$ cat config.mk
export PLATFORM = sky130hd
export DESIGN_NAME = mem_wb_stage
export DESIGN_NICKNAME = d
export VERILOG_FILES = /design/src/rtl/mem_wb_stage.sv
export SDC_FILE = /design/constraint.sdc
export NUM_CORES = 1
export LEC_CHECK = 0
export ABC_CLOCK_PERIOD_IN_PS = 1800
export BUFFER_PORTS_ARGS = -buffer_cell sky130_fd_sc_hd__buf_2
export CAP_MARGIN = 20
export CORE_MARGIN = 2
export CORE_UTILIZATION = 49
export DETAILED_ROUTE_END_ITERATION = 10
export PLACE_DENSITY = 0.74
export SYNTH_ARGS = -nofsm -noshare
export SYNTH_HDL_FRONTEND = slang
export SYNTH_SLANG_ARGS = --single-unit
$ cat constraint.sdc
create_clock -name clk -period 1.8 [get_ports clk]
set_clock_uncertainty 0.2 [all_clocks]
set_input_delay 0.09 -clock clk [delete_from_list [all_inputs] [get_ports clk]]
set_output_delay 0.09 -clock clk [all_outputs]
set_load 0.01 [all_outputs]
$ cat src/rtl/mem_wb_stage.sv
// MEM/WB pipeline register with a one-entry skid buffer, a GPR bypass port
// and an optional HI/LO write channel.
module mem_wb_stage #(
  parameter int DATA_W  = 32,
  parameter int REG_W   = 5,
  parameter int HILO_EN = 1
) (
  input  logic              clk,
  input  logic              rst,
  input  logic              flush,
  input  logic              mem_valid,
  output logic              mem_ready,
  input  logic              mem_regWe,
  input  logic [REG_W-1:0]  mem_regDest,
  input  logic [DATA_W-1:0] mem_value,
  input  logic              mem_hiloWe,
  input  logic [DATA_W-1:0] mem_hi,
  input  logic [DATA_W-1:0] mem_lo,
  output logic              wb_valid,
  input  logic              wb_ready,
  output logic              wb_regWe,
  output logic [REG_W-1:0]  wb_regDest,
  output logic [DATA_W-1:0] wb_value,
  output logic              wb_hiloWe,
  output logic [DATA_W-1:0] wb_hi,
  output logic [DATA_W-1:0] wb_lo,
  output logic              fwd_valid,
  output logic [REG_W-1:0]  fwd_regDest,
  output logic [DATA_W-1:0] fwd_value,
  output logic [1:0]        count
);

  typedef struct packed {
    logic              reg_we;
    logic [REG_W-1:0]  dest;
    logic [DATA_W-1:0] value;
    logic              hilo_we;
    logic [DATA_W-1:0] hi;
    logic [DATA_W-1:0] lo;
  } entry_t;

  entry_t main_reg, main_next;
  entry_t skid_reg, skid_next;
  logic   main_valid_reg, main_valid_next;
  logic   skid_valid_reg, skid_valid_next;
  logic   ready_reg;

  entry_t in_entry;
  logic   accept;
  logic   drain;

  // Writes to register zero are squashed at capture so nothing downstream
  // (including the bypass) ever sees them.
  assign in_entry.reg_we = mem_regWe & (mem_regDest != '0);
  assign in_entry.dest   = mem_regDest;
  assign in_entry.value  = mem_value;

  generate
    if (HILO_EN != 0) begin : g_hilo
      assign in_entry.hilo_we = mem_hiloWe;
      assign in_entry.hi      = mem_hi;
      assign in_entry.lo      = mem_lo;
    end else begin : g_no_hilo
      assign in_entry.hilo_we = 1'b0;
      assign in_entry.hi      = '0;
      assign in_entry.lo      = '0;
    end
  endgenerate

  assign accept = mem_valid & ready_reg;
  assign drain  = main_valid_reg & wb_ready;

  always_comb begin
    main_next       = main_reg;
    skid_next       = skid_reg;
    main_valid_next = main_valid_reg;
    skid_valid_next = skid_valid_reg;

    if (flush) begin
      // Payloads are kept so the WB data outputs hold their last value.
      main_valid_next = 1'b0;
      skid_valid_next = 1'b0;
    end else if (drain) begin
      if (skid_valid_reg) begin
        main_next       = skid_reg;
        skid_valid_next = 1'b0;
      end else if (accept) begin
        main_next = in_entry;
      end else begin
        main_valid_next = 1'b0;
      end
    end else if (accept) begin
      if (main_valid_reg) begin
        skid_next       = in_entry;
        skid_valid_next = 1'b1;
      end else begin
        main_next       = in_entry;
        main_valid_next = 1'b1;
      end
    end
  end

  always_ff @(posedge clk) begin
    if (rst) begin
      main_reg       <= '0;
      skid_reg       <= '0;
      main_valid_reg <= 1'b0;
      skid_valid_reg <= 1'b0;
      ready_reg      <= 1'b1;
    end else begin
      main_reg       <= main_next;
      skid_reg       <= skid_next;
      main_valid_reg <= main_valid_next;
      skid_valid_reg <= skid_valid_next;
      ready_reg      <= ~skid_valid_next;
    end
  end

  assign mem_ready  = ready_reg;
  assign wb_valid   = main_valid_reg;
  assign wb_regWe   = main_reg.reg_we & main_valid_reg;
  assign wb_regDest = main_reg.dest;
  assign wb_value   = main_reg.value;
  assign wb_hiloWe  = main_reg.hilo_we & main_valid_reg;
  assign wb_hi      = main_reg.hi;
  assign wb_lo      = main_reg.lo;

  // The skid entry is always younger than main, so it wins the bypass.
  always_comb begin
    if (skid_valid_reg) begin
      fwd_valid   = skid_reg.reg_we;
      fwd_regDest = skid_reg.dest;
      fwd_value   = skid_reg.value;
    end else begin
      fwd_valid   = main_valid_reg & main_reg.reg_we;
      fwd_regDest = main_reg.dest;
      fwd_value   = main_reg.value;
    end
  end

  assign count = {1'b0, main_valid_reg} + {1'b0, skid_valid_reg};

endmodule

# Word-level counts from Yosys, hierarchy flattened
# Index checks and enable logic that the tools add are counted.
[totals] mem_bits_rw=0 word_cells=50 latchBits=0 in_bits=108 reg_bits=209 out_inout_bits=145 mem_count=0 romBits=0
[classes] add_sub_neg=1 n_shift=0 eq_ne=3 n_bitwise=8 multipliers=0 n_lt_le_gt_ge=0 n_reduce_logical=7 muxes=16 div=0
[ops] operator="two-way mux 103 bit" n=5
[ops] operator="two-way mux 32 bit" n=1
[ops] operator="two-way mux 1 bit" n=9
[ops] operator="AND reduction 4 bit" n=2
[ops] operator="AND 1 bit" n=5
[ops] operator="two-way mux 5 bit" n=1
[ops] operator="nonzero test 5 bit" n=1
[ops] operator="!= test 2 bit (second input constant)" n=2
[ops] operator="nonzero test 2 bit" n=2
[ops] operator="NOT 1 bit" n=3
[ops] operator="AND reduction 3 bit" n=1
[ops] operator="adder 1 x 1 -> 2 bit" n=1
[ops] operator="!= test 2 x 1 -> 1 bit (second input constant)" n=1
[ops] operator="OR reduction 2 bit" n=1

# Depth between registers and ports, before layout
[depth] depth_word=5 mapped_depth=7 ltp_nobuf=4

# Worst setup path after synthesis
# OpenSTA, ideal clock, no wires.
[synth_timing] path_kind="register -> register" from="register main_valid_reg, in the netlist wb_valid" to="register main_reg, in the netlist wb_hi[15]" setup_time_ns=0.081 arrival_time_ns=1.473 synth_period_minus_slack_ns=1.754 path_stages_with_launch=7 path_slack_ns=0.046 n_path_buf=3 path_cell_list="dfxtp_1 > buf_4 > a22o_4 > buf_2 > clkbuf_1 > a31oi_1 > a211oi_2"
[synth_via] elab_chain_cells=3 word_cells_on_any_way=5 classes_between="eq/ne (1); mux (1); bitwise (1); reduce/logical (2)"
[synth_rtl] element="start, declared" line="44" source="logic main_valid_reg, main_valid_next;"
[synth_rtl] element="start signal, assigned" line="113" source="main_valid_reg <= main_valid_next;"
[synth_rtl] element="AND 1 bit" line="71" source="assign drain = main_valid_reg & wb_ready;"
[synth_rtl] element="!= test 2 x 1 -> 1 bit (no source line) or nonzero test 2 bit (tied branches)"
[synth_rtl] element="AND reduction 4 bit (no source line)"
[synth_rtl] element="end signal, assigned" line="111" source="main_reg <= main_next;"
[synth_rtl] element="end, declared" line="42" source="entry_t main_reg, main_next;"
# Parallel ways exist; a longest one is shown, timed or not.
# A chain may end at the register's enable or synchronous reset.

# Worst setup path in the final report
[layout_timing] from="register skid_valid_reg" to="output port fwd_value[8]"
[layout_via] elab_chain_cells=1
[layout_rtl] element="start, declared" line="45" source="logic skid_valid_reg, skid_valid_next;"
[layout_rtl] element="start signal, assigned" line="114" source="skid_valid_reg <= skid_valid_next;"
[layout_rtl] element="two-way mux 32 bit" line="130" source="if (skid_valid_reg) begin"
[layout_rtl] element="end, declared" line="29" source="output logic [DATA_W-1:0] fwd_value,"
# Every way passes these cells.

==> metrics <==
fraction of layout cells with a size suffix above 1=40.4%; Lkg Pwr=0.00625 µW; Synth Area in Compound Gates=27.3%; Final Hold Violating Endpoints=1; R2R setup slack=-0.11 ns; DIE HEIGHT=150 µm; VDD IR-drop max=0.670 mV; max reg flops=103; failing checks=hold timing, setup timing; Synth Warn #=0; row cnt=53; most frequent cell after synthesis=dfxtp_1; Post-synth EDFFs=0; final setup fails=122; routability cong.=0.799; clk sinks=209; Achievable Freq=514 MHz; post-synthesis simple-gate area fraction=5.82%; Req. time, crit path=1.51 ns; routed length per instance=22.1 µm; Critical Path Sink Type=primary output; Reg clk slew, reported paths=0.06 ns; gr ovfl total=0; nets@finish=1462; Buf/Inv on CP=3; DR vias/cell=6.20; register area share after synthesis=39.9%; max cap viols=0; Cell Area, Synth=0.0105 mm²; final WL=36400 µm; Clock Tree Buf Depth=3; DRT iter0 DRCs=633; Die ar.=0.0226 mm²; critical path class=flop to primary output; Detailed Place HPWL=17800 µm; ys flop type=dfxtp_1; initial core utilization=49.9%; antenna-violating nets left=0; cell family with most CP delay=buffers and inverters; final instance area=0.0147 mm²; vias in the first global route=9888; overall routing resource usage=27.8%; Yosys cell types=34; root buffer cell=clkbuf_16; CORE AREA=0.0210 mm²; CTS tree=built; routed vias=10201; HP Class=input pin to flop; port bufs=252; worst-path cell chain=buf_12 > clkbuf_16 > mux2_4 > buf_6; CP startpoint kind=flop; Die W=150 µm; Synth Area in Adders=0.239%; area leader, netlist=dfxtp_1; period utilisation layout=108%; Worst EP arrival=1.66 ns; final worst setup slack=-0.145 ns; Synth area leaders=dfxtp_1, mux2i_1, a211oi_2; xor/xnor share of the synthesized area=0%; area post-placement=0.0114 mm²; Syn Area/Cell=9.35 µm²; Ports=253; Pins Over Slew Limit=0; status=finished with violations; flops & latches, synth=209; synth cell count leaders=dfxtp_1, buf_4, a21oi_1, a31oi_1, nand3_1; Slew HR=62.3%; first-pass GRT wire length=51400 µm; largest family of logic cells by synthesized area=compound AO/OA/AOI/OAI gates; asr flop ratio synth=0%; TritonRoute pass-1 iters=6; Critical Path Max Stage Delay=0.41 ns; Worst Max-Slew Pin Slew=0.565 ns; Critical-path top delay cell=dfxtp_4; Finished Core Util=70.0%; CTS H-tree lvls=1; final hold slack=-0.00599 ns; Tot Pwr=11800 µW; Synth Net Count=1232; Inserted Clock Buffers=23; largest net degree at the start of global routing=116; latest clock arrival within the worst-skew pair=0.51 ns; min Tclk post-route=1.95 ns; Synth Instances=1122; remaining routing DRC violations=0; critical path peak fanout=5; mux cell area share after synthesis=13.8%; Yosys top cell area share=39.9%; RSZ-0062 raised after global routing=yes; initial antenna violation count=1; Layout Area Growth over Synthesis=40.4%; Power per Cell Area=802 mW/mm²
-- through the flow --
stage | std cells | setup TNS [ns] | setup WS, ns
CTS | 1617 | -4.65 | -0.163
detailed placement | 1457 | 0 | 0.0948
floorplan | 1122 | 0 | 0.0459
finish | 1644 | -7.81 | -0.145
global route | 1644 | -11.96 | -0.175
global placement | 1457 | 0 | 0.129
-- kinds of logic (layout without fill, tap and decap cells) --
kind of cell / Yosys count / count (layout)
AOI/OAI and AO/OA: 418 / 418
adders and majority gates: 2 / 2
buffers and inverters: 235 / 479
DFF: 209 / 209
muxes: 140 / 140
other: 0 / 1
and+or+nand+nor: 118 / 120
-- placed cells by master, fill, tap and decap left out, drive strengths merged --
cell / n
o211a: 1
and2: 3
nor2b: 1
and4b: 1
nand4: 1
dfxtp: 209
and3: 3
a22o: 1
dlygate4sd3: 106
a311oi: 1
diode: 1
buf: 317
mux2i: 102
nor3: 1
ha: 2
o41ai: 1
nand2b: 3
clkbuf: 49
a211oi: 103
nand3: 103
a31oi: 103
inv: 4
nand2: 1
nand4b: 1
mux2: 38
o21ai: 103
o211ai: 2
a21oi: 103
or4: 1
clkinv: 3
nor2: 1
-- final cells by class --
cell class                 count  area [µm²]
tap                          275         344
antenna                        1        2.50
multi-input combinational    680        5560
sequential                   209        4190
timing repair buffer         435        3870
clock inverter                 4        23.8
fill                        1411        6300
inverter                       3        23.8
clock buffer                  37         708
-- where the power goes --
group	internal (µW)	switching, µW
registers	4820	141
logic	1090	1180
clock network	2680	1900
total	8590	3210
-- tightest hold or removal path: stages --
cell and delay [ns]:
buf_4 0.12, inv_6 0.05, buf_12 0.20, nand3_1 0.13, a21oi_1 0.05
-- per-layer routing --
layer | routed length [µm] | vias up | GRT usage [%]
li1 | - | 4549 | -
met3 | 2610 | 152 | 4.64
met5 | 0 | - | 0
met4 | 1920 | 0 | 14.8
met2 | 17900 | 597 | 47.3
met1 | 14000 | 4903 | 33.5
-- what timing repair did --
action                                  CTS  global route
hold buffers                            106             0
buffers inserted                         10             9
endpoints found under the setup margin   42           146
endpoints found under the hold margin   209             0
pin swaps                                 3             2
gates resized for setup                  96            95
gates cloned                              3            18
-- worst paths after layout --
check | from | end | cells past startpoint
setup reg to reg | skid_valid_reg | wb_regDest[2] | 6
setup / recovery | skid_valid_reg | fwd_value[8] | 4
hold reg to reg | skid_reg[13] | skid_reg[13] | 2
hold / removal | flush | skid_reg[49] | 5
(Power assumes the default switching activity.)
